===== config.mk =====
export PLATFORM = sky130hd
export DESIGN_NAME = uart_rx_axi
export DESIGN_NICKNAME = d
export VERILOG_FILES = /design/src/rtl/uart_rx_axi.sv
export SDC_FILE = /design/constraint.sdc
export NUM_CORES = 1
export LEC_CHECK = 0
export CAP_MARGIN = 30
export CORE_ASPECT_RATIO = 0.9
export CORE_MARGIN = 5
export CORE_UTILIZATION = 52
export CTS_CLUSTER_SIZE = 10
export DETAILED_ROUTE_END_ITERATION = 8
export HOLD_SLACK_MARGIN = 0.02
export PLACE_DENSITY = 0.85
export SYNTH_ARGS = -nofsm -noshare
export SYNTH_HDL_FRONTEND = slang
export SYNTH_SLANG_ARGS = --single-unit

===== constraint.sdc =====
create_clock -name clk -period 5.1 [get_ports clk]
set_input_delay 0.51 -clock clk [delete_from_list [all_inputs] [get_ports clk]]
set_output_delay 0.51 -clock clk [all_outputs]
set_load 0.01 [all_outputs]

===== src/rtl/uart_rx_axi.sv =====
// uart_rx_axi: 8-bit UART receiver feeding a receive FIFO, exposed through an
// AXI4-Lite slave (DATA at 0x0, STATUS at 0x4).
// Optional feature macro: UART_RX_PARITY_EN adds an even-parity bit (8E1 framing).
module uart_rx_axi #(
  parameter int unsigned CLK_DIV    = 234,
  parameter int unsigned FIFO_DEPTH = 8
) (
  input  logic        clk,
  input  logic        rst_n,
  input  logic        uart_rx,
  input  logic        awvalid,
  output logic        awready,
  input  logic [31:0] awaddr,
  input  logic        wvalid,
  output logic        wready,
  input  logic [31:0] wdata,
  input  logic [3:0]  wstrb,
  output logic        bvalid,
  input  logic        bready,
  output logic [1:0]  bresp,
  input  logic        arvalid,
  output logic        arready,
  input  logic [31:0] araddr,
  output logic        rvalid,
  input  logic        rready,
  output logic [31:0] rdata,
  output logic [1:0]  rresp,
  output logic        irq
);

  localparam int unsigned AW      = $clog2(FIFO_DEPTH);
  localparam logic [15:0] HALF_M1 = 16'(CLK_DIV / 2 - 1);
  localparam logic [15:0] FULL_M1 = 16'(CLK_DIV - 1);

  typedef enum logic [2:0] {
    RX_IDLE,
    RX_START,
    RX_DATA,
`ifdef UART_RX_PARITY_EN
    RX_PARITY,
`endif
    RX_STOP
  } rx_state_t;

  typedef enum logic { R_IDLE, R_RESP } r_state_t;
  typedef enum logic [1:0] { W_IDLE, W_DATA, W_RESP } w_state_t;

  logic            rx_meta, rx_sync, rx_prev, rx_fall;
  rx_state_t       rx_state, rx_state_d;
  logic [15:0]     baud_cnt, baud_cnt_d;
  logic [2:0]      bit_cnt, bit_cnt_d;
  logic [7:0]      shreg, shreg_d;
  logic            push_req, ferr_set, perr_set, ovr_set, push_ok, pop;

  logic [7:0]      mem [FIFO_DEPTH];
  logic [AW-1:0]   wr_ptr, rd_ptr;
  logic [AW:0]     count;
  logic            full, empty;
  logic            ovr, ferr, perr;
  logic [31:0]     status_word;

  r_state_t        r_state, r_state_d;
  w_state_t        w_state, w_state_d;
  logic            ar_hs, aw_hs, w_hs;
  logic [1:0]      wsel;
  logic [2:0]      clr;

  logic            unused;
  assign unused = ^{awaddr[31:4], awaddr[1:0], araddr[31:4], araddr[1:0],
                    wdata[31:5], wdata[1:0], wstrb[3:1]};

  // Two-flop synchroniser plus previous-value flop for falling-edge detection
  always_ff @(posedge clk or negedge rst_n) begin
    if (!rst_n) begin
      rx_meta <= 1'b1;
      rx_sync <= 1'b1;
      rx_prev <= 1'b1;
    end else begin
      rx_meta <= uart_rx;
      rx_sync <= rx_meta;
      rx_prev <= rx_sync;
    end
  end

  assign rx_fall = rx_prev & ~rx_sync;

  // Receiver state and datapath registers
  always_ff @(posedge clk or negedge rst_n) begin
    if (!rst_n) begin
      rx_state <= RX_IDLE;
      baud_cnt <= '0;
      bit_cnt  <= '0;
      shreg    <= '0;
    end else begin
      rx_state <= rx_state_d;
      baud_cnt <= baud_cnt_d;
      bit_cnt  <= bit_cnt_d;
      shreg    <= shreg_d;
    end
  end

  // Receiver next-state: mid-bit sampling, LSB-first shift, framing checks
  always_comb begin
    rx_state_d = rx_state;
    baud_cnt_d = baud_cnt + 16'd1;
    bit_cnt_d  = bit_cnt;
    shreg_d    = shreg;
    push_req   = 1'b0;
    ferr_set   = 1'b0;
    perr_set   = 1'b0;
    case (rx_state)
      RX_IDLE: begin
        baud_cnt_d = '0;
        if (rx_fall) rx_state_d = RX_START;
      end
      RX_START: begin
        if (baud_cnt == HALF_M1) begin
          baud_cnt_d = '0;
          bit_cnt_d  = '0;
          rx_state_d = rx_sync ? RX_IDLE : RX_DATA;
        end
      end
      RX_DATA: begin
        if (baud_cnt == FULL_M1) begin
          baud_cnt_d = '0;
          shreg_d    = {rx_sync, shreg[7:1]};
          if (bit_cnt == 3'd7) begin
`ifdef UART_RX_PARITY_EN
            rx_state_d = RX_PARITY;
`else
            rx_state_d = RX_STOP;
`endif
          end else begin
            bit_cnt_d = bit_cnt + 3'd1;
          end
        end
      end
`ifdef UART_RX_PARITY_EN
      // A bad parity bit ends the frame here; the stop bit that follows is
      // high, so IDLE will not mistake it for a new start edge.
      RX_PARITY: begin
        if (baud_cnt == FULL_M1) begin
          baud_cnt_d = '0;
          if (rx_sync != ^shreg) begin
            perr_set   = 1'b1;
            rx_state_d = RX_IDLE;
          end else begin
            rx_state_d = RX_STOP;
          end
        end
      end
`endif
      RX_STOP: begin
        if (baud_cnt == FULL_M1) begin
          baud_cnt_d = '0;
          rx_state_d = RX_IDLE;
          if (rx_sync) push_req = 1'b1;
          else         ferr_set = 1'b1;
        end
      end
      default: rx_state_d = RX_IDLE;
    endcase
  end

  assign full    = (count == (AW+1)'(FIFO_DEPTH));
  assign empty   = (count == '0);
  assign irq     = ~empty;
  assign pop     = ar_hs & (araddr[3:2] == 2'd0) & ~empty;
  assign push_ok = push_req & (~full | pop);
  assign ovr_set = push_req & full & ~pop;

  // FIFO storage (no reset needed: occupancy gates every read)
  always_ff @(posedge clk) begin
    if (push_ok) mem[wr_ptr] <= shreg;
  end

  // FIFO pointers and occupancy
  always_ff @(posedge clk or negedge rst_n) begin
    if (!rst_n) begin
      wr_ptr <= '0;
      rd_ptr <= '0;
      count  <= '0;
    end else begin
      if (push_ok) wr_ptr <= wr_ptr + 1'b1;
      if (pop)     rd_ptr <= rd_ptr + 1'b1;
      case ({push_ok, pop})
        2'b10:   count <= count + 1'b1;
        2'b01:   count <= count - 1'b1;
        default: count <= count;
      endcase
    end
  end

  // Sticky error flags: a set event in the same cycle beats a W1C clear
  always_ff @(posedge clk or negedge rst_n) begin
    if (!rst_n) begin
      ovr  <= 1'b0;
      ferr <= 1'b0;
      perr <= 1'b0;
    end else begin
      ovr  <= ovr_set  | (ovr  & ~clr[0]);
      ferr <= ferr_set | (ferr & ~clr[1]);
      perr <= perr_set | (perr & ~clr[2]);
    end
  end

  assign status_word = {16'h0000, 8'(count), 3'b000, perr, ferr, ovr, full, ~empty};

  // Read channel state register
  always_ff @(posedge clk or negedge rst_n) begin
    if (!rst_n) r_state <= R_IDLE;
    else        r_state <= r_state_d;
  end

  // Read channel next-state and handshake outputs
  always_comb begin
    r_state_d = r_state;
    arready   = 1'b0;
    rvalid    = 1'b0;
    case (r_state)
      R_IDLE: begin
        arready = 1'b1;
        if (arvalid) r_state_d = R_RESP;
      end
      R_RESP: begin
        rvalid = 1'b1;
        if (rready) r_state_d = R_IDLE;
      end
      default: r_state_d = R_IDLE;
    endcase
  end

  assign ar_hs = arvalid & arready;

  // Read data and response captured on the AR handshake, held until accepted
  always_ff @(posedge clk or negedge rst_n) begin
    if (!rst_n) begin
      rdata <= '0;
      rresp <= 2'b00;
    end else if (ar_hs) begin
      case (araddr[3:2])
        2'd0: begin
          rdata <= empty ? 32'h0 : {1'b1, 23'h0, mem[rd_ptr]};
          rresp <= 2'b00;
        end
        2'd1: begin
          rdata <= status_word;
          rresp <= 2'b00;
        end
        default: begin
          rdata <= '0;
          rresp <= 2'b10;
        end
      endcase
    end
  end

  // Write channel state, latched register select and response code
  always_ff @(posedge clk or negedge rst_n) begin
    if (!rst_n) begin
      w_state <= W_IDLE;
      wsel    <= '0;
      bresp   <= 2'b00;
    end else begin
      w_state <= w_state_d;
      if (aw_hs) wsel  <= awaddr[3:2];
      if (w_hs)  bresp <= (wsel == 2'd1) ? 2'b00 : 2'b10;
    end
  end

  // Write channel next-state and handshake outputs
  always_comb begin
    w_state_d = w_state;
    awready   = 1'b0;
    wready    = 1'b0;
    bvalid    = 1'b0;
    case (w_state)
      W_IDLE: begin
        awready = 1'b1;
        if (awvalid) w_state_d = W_DATA;
      end
      W_DATA: begin
        wready = 1'b1;
        if (wvalid) w_state_d = W_RESP;
      end
      W_RESP: begin
        bvalid = 1'b1;
        if (bready) w_state_d = W_IDLE;
      end
      default: w_state_d = W_IDLE;
    endcase
  end

  assign aw_hs = awvalid & awready;
  assign w_hs  = wvalid & wready;
  assign clr   = (w_hs && wsel == 2'd1 && wstrb[0]) ? wdata[4:2] : 3'b000;

endmodule


# Yosys cells after proc, flatten, opt, wreduce, memory -nomap -nowiden
# Memory sizes are Yosys's and may differ from the RTL's.
# Index checks and enable logic that the tools add are counted.
[word_totals] regBits=87 ramBits=64 input_bits=108 output_inout_bits=42 word_cells=125 memories=1
[classes] addsub=6 n_eq_ne=22 mux=40 n_bitwise=23 reduce_logical=14
[mem_list] name="mem" words=8 width=8 rd=1 rd_ports_with_merged_regs=0 wr=1 line="55" source="logic [7:0] mem [FIFO_DEPTH];"
[ops] cell="32-bit case mux with 2 select lines" n=1
[ops] cell="16-bit case mux with 3 select lines" n=1
[ops] cell="16-bit 2-to-1 mux" n=2
[ops] cell="32-bit 2-to-1 mux" n=1
[ops] cell="3-bit 2-to-1 mux" n=9
[ops] cell="2-bit != test (second input constant)" n=9
[ops] cell="16-bit by 1-bit adder with 16-bit output (second input constant)" n=1
[ops] cell="16-bit by 7-bit equality test with 1-bit output (second input constant)" n=1
[ops] cell="16-bit by 8-bit equality test with 1-bit output (second input constant)" n=1
[ops] cell="1-bit 2-to-1 mux" n=15
[ops] cell="1-bit bitwise AND" n=12
[ops] cell="2-bit 2-to-1 mux" n=6
[ops] cell="3-bit case mux with 4 select lines" n=1
[ops] cell="3-bit by 1-bit adder with 3-bit output (second input constant)" n=3
[ops] cell="2-bit by 1-bit equality test with 1-bit output (second input constant)" n=4
[ops] cell="1-bit NOT" n=8
[ops] cell="4-bit case mux with 2 select lines" n=1
[ops] cell="3-bit by 2-bit equality test with 1-bit output (second input constant)" n=2
[ops] cell="2-bit case mux with 3 select lines" n=1
[ops] cell="3-bit case mux with 2 select lines" n=1
[ops] cell="5-bit AND reduction" n=1
[ops] cell="4-bit by 1-bit adder with 4-bit output (second input constant)" n=1
[ops] cell="2-bit equality test (second input constant)" n=2
[ops] cell="4-bit equality test (second input constant)" n=1
[ops] cell="14 further kinds" n=20

# Longest topological paths before layout
[depth] word_depth=9 ltp_mapped=10

# Least setup slack after synthesis
# No wires, ideal clock.
[synth_timing] path_kind="input port to flip-flop" start="in araddr[2]" end="mem mem[0][0], enable pin" arrival_time_ns=2.353 t_required_ns=4.702 slack_ns=2.349 stages=4 path_buffers=0 path_cell_list="or4b_1 -> nand3_1 -> and3_1 -> nor4b_1"
[synth_between] elab_chain_len=7
[synth_rtl] element="from (decl)" line="23" source="input logic [31:0] araddr,"
[synth_rtl] element="2-bit zero test" line="168" source="assign pop = ar_hs & (araddr[3:2] == 2'd0) & ~empty;"
[synth_rtl] element="1-bit bitwise AND (2 in series)" line="168"
[synth_rtl] element="1-bit bitwise OR" line="169" source="assign push_ok = push_req & (~full | pop);"
[synth_rtl] element="1-bit bitwise AND" line="169"
[synth_rtl] element="1-bit 2-to-1 mux" line="174" source="if (push_ok) mem[wr_ptr] <= shreg;"
[synth_rtl] element="1-bit 2-to-1 mux (not written as such)" line="174"
[synth_rtl] element="to (decl)" line="55"
# No other way between the ends.

# Worst setup path after layout
[layout_timing] start="in araddr[2]" end="reg count[2]"
[layout_between] elab_chain_len=7
[layout_rtl] element="2-bit zero test (*)" line="168"
[layout_rtl] element="1-bit bitwise AND (*) (2 in series)" line="168"
[layout_rtl] element="1-bit bitwise OR" line="169"
[layout_rtl] element="1-bit bitwise AND" line="169"
[layout_rtl] element="2-bit by 1-bit equality test with 1-bit output / 2-bit equality test (equally long branches)" line="186" source="case ({push_ok, pop})"
[layout_rtl] element="4-bit case mux with 2 select lines / 2-bit nonzero test (equally long branches)"
[layout_rtl] element="to (signal assigned)" line="187" source="2'b10: count <= count + 1'b1;"
[layout_rtl] element="to (signal assigned)" line="188" source="2'b01: count <= count - 1'b1;"
[layout_rtl] element="to (signal assigned)" line="189" source="default: count <= count;"
[layout_rtl] element="to (decl)" line="57" source="logic [AW:0] count;"
# Every way passes the cells marked *; elsewhere a longest branch is shown, timed or not.
# A chain may end at the register's enable or synchronous reset.

==> reports/results.tsv <==
stage	metric	value	unit
worst_hold_path	Worst Hold Class	primary input to asynchronous set/reset pin	
floorplan	Die X-Extent	119.4	um
timing	Setup TNS Final	0	ns
clocking	# hold bufs at CTS	0	
clocking	buffers inserted by post-CTS timing repair	0	
detailed_routing	M1 WL	4414	um
logic_synthesis	Yosys reg bits	129	
logic_synthesis	Primary FF master, synth	edfxtp_1	
floorplan	IO Count	150	
logic_synthesis	sequential-to-total area share from yosys stat	63.44	%
clocking	post_cts resized	0	
detailed_routing	wire per inst	18.96	um
clocking	CTS max path bufs	2	
power_and_ir_drop	switching power total	0.5332	mW
clocking	CTS root buffer	clkbuf_16	
timing	Period Utilization, post-route	58.19	%
logic_synthesis	mux cell area share after synthesis	11.75	%
setup_path	Reg-to-Reg End	count[2]	
setup_path	critical path class	primary input to register	
detailed_routing	metal2 WL	5826	um
timing	Tmin final	2.968	ns
power_and_ir_drop	share of power burned in registers	44.8	%
setup_path	startpoint types	primary input	
logic_synthesis	largest family of logic cells by synthesized area	multiplexers	
logic_synthesis	asr flop ratio synth	50.39	%
setup_path	Worst EP required	5.43	ns
power_and_ir_drop	VDD IR max	221.6	uV
detailed_routing	total iterations of the first detailed-routing run	5	
detailed_routing	WL met3	586	um
layout	Area Overhead vs Synth	18.84	%
global_routing	vias in the first global route	3426	
timing	Min Hold Slack	0.2967	ns
floorplan	core box area	10680	um2
global_routing	gr usage total	18.30	%
logic_synthesis	EDFF count, synth	64	
global_routing	global-route wire length before repair	17800	um
global_routing	antenna violations before repair	0	
setup_path	Arr. time, crit path	3.30	ns
detailed_routing	WL final	11050	um
setup_path	worst-path fanout max	11	
floorplan	die area	12950	um2
setup_path	Worst R2R Start	count[0]	
global_routing	pin count of the biggest net entering global routing	66	
timing	RSZ-0062 raised after global routing	false	
timing	f_max	0.3370	GHz
detailed_routing	top sig layer	met4	
detailed_routing	DRT iter0 DRCs	328	
setup_path	crit end category	register	
global_routing	global route total overflow	0	
floorplan	row cnt	36	
logic_synthesis	Avg Synthesized Cell Area	14.39	um2
detailed_routing	via count of the routed design	3282	
logic_synthesis	post-synthesis xor/xnor area fraction	3.285	%
timing	max_slew headroom	35.94	%
power_and_ir_drop	combinational share of power	5.5	%
clocking	CTS Buf Count	17	
logic_synthesis	Syn Inst Count	389	
logic_synthesis	yosys synthesis warning count	0	
logic_synthesis	Adder-Cell Fraction of Synth Area	1.788	%
setup_path	R2R depth	8	
logic_synthesis	Synth Area in Compound Gates	4.179	%
floorplan	Initial Utilization	52.45	%
logic_synthesis	Unique masters post-synth	50	
placed_design	routability cong.	0.7600	
power_and_ir_drop	Power Density	382.2	nW/um2
detailed_routing	vias per cell	5.630	
floorplan	chip height	108.4	um
clocking	CTS sink cnt	129	
layout	Net count, final	553	
timing	Worst Tran Pin Value	0.9588	ns
detailed_routing	post-route ant nets	0	
placed_design	DP HPWL	6988	um
timing	final hold viol count	0	
placed_design	I/O Buffers	36	
layout	share of layout cells above drive strength 1	18.89	%
outcome	status	completed	
layout	Diodes inserted	0	
timing	Setup Viol. Count Final	0	
run	max-cap check violation count	0	
setup_path	FF-to-FF setup slack	2.25	ns
clocking	H-tree levels	4	
power_and_ir_drop	Clk network pwr share	49.8	%
logic_synthesis	cell area after synthesis	5599	um2
clocking	Worst-path clk slew	0.06	ns
power_and_ir_drop	Leak	2.809	nW
power_and_ir_drop	Pint	2.010	mW
logic_synthesis	simple-gate share of the synthesized area	11.08	%
clocking	CTS tree	yes	
detailed_routing	# DRC	0	
timing	Clock Skew	0.01676	ns
timing	Final Max Slew Viols	0	
power_and_ir_drop	Sw Share	20.97	%
clocking	clock latency on the worst-skew pair	0.42	ns
-- cells in the mapped netlist, drive strengths merged (12+ instances only) --
cell type	count	share of area, %
o21ai	14	1.5
edfxtp	64	34
nor2	30	2.2
xor2	12	1.9
nand2	26	1.7
buf	27	3.4
mux2	19	3.9
nand3	16	1.4
mux4	16	6.4
dfrtp	62	28
-- kinds of logic after synthesis --
group	Yosys count
AOI/OAI and AO/OA	33
xor gates and xnor gates	21
adders and majority gates	8
buffers and inverters	42
DFF	129
muxes	43
other	1
and+or+nand+nor	112
-- metrics by stage --
step / worst slack [ns] / instance area (um2) / utilization [%] / power (mW) / std cells
after floorplan: 2.349 / 5674 / - / 1.233 / 409
after global placement: 1.843 / 6028 / 56.47 / 1.288 / 551
after detailed placement: 1.757 / 6028 / 56.47 / 1.297 / 551
after CTS: 2.150 / 6654 / 62.33 / 2.561 / 583
after global routing: 1.930 / 6654 / 62.33 / 2.628 / 583
final: 2.132 / 6654 / 62.33 / 2.543 / 583
-- area by class of cell --
type	instances	area, um2
Fill cell	761	4021
Sequential cell	129	3552
Multi-Input combinational cell	238	1876
Clock buffer	18	439.2
Timing Repair Buffer	42	400.4
Clock inverter	14	186.4
Tap cell	133	166.4
Inverter	9	33.78
-- flip-flops by register name, indices dropped and copies added (netlist names), 3 cells and up --
register,count
rdata,13
mem,64
wr_ptr,3
bit_cnt,3
rd_ptr,3
baud_cnt,16
shreg,8
count,4
-- routing by layer --
metal,vias to the layer above,global-route usage (%)
met4,0,8.095
met1,1652,21.49
li1,1482,-
met2,130,32.39
met5,-,0
met3,18,4.289
-- critical path: stages --
cell,delay (ns)
clkdlybuf4s50_1,0.50
nor4b_2,0.40
nand2_1,0.36
a31oi_1,0.48
xor2_1,0.14
ha_1,0.22
or3_1,0.35
mux2i_1,0.18
xor2_1,0.16
-- placed cells by master, fill, tap and decap left out, types with 8 or more instances in the layout --
cell type / instances
edfxtp_1: 64
dfrtp_1: 62
clkdlybuf4s50_1: 35
nor2_1: 28
nand2_1: 26
conb_1: 21
clkbuf_16: 17
nand3_1: 16
mux2_2: 16
mux4_2: 16
o21ai_0: 13
xor2_1: 12
inv_1: 9
xnor2_1: 9
nor3_1: 8
mux2i_1: 8
ha_1: 8
-- power by group through the flow --
stage	registers, mW	clock network, mW	logic [mW]
final	1.14	1.27	0.139
after global routing	1.14	1.33	0.154
after CTS	1.14	1.28	0.141
after detailed placement	1.16	0	0.140
after global placement	1.15	0	0.133
after floorplan	1.15	0	0.0804
-- how the worst max path moves through the flow --
stage          startpoint   endpoint  slack, ns  cells after the start
2_1_floorplan   araddr[2]  mem[0][0]       2.35                      4
3_3_place_gp    araddr[2]   count[2]       1.84                      9
3_5_place_dp    araddr[2]  mem[6][5]       1.76                      6
4_1_cts         araddr[2]   count[2]       2.15                      9
5_1_grt         araddr[2]   count[2]       1.93                      9
6_report        araddr[2]   count[2]       2.13                      9
Power figures use the tool's default switching activity.
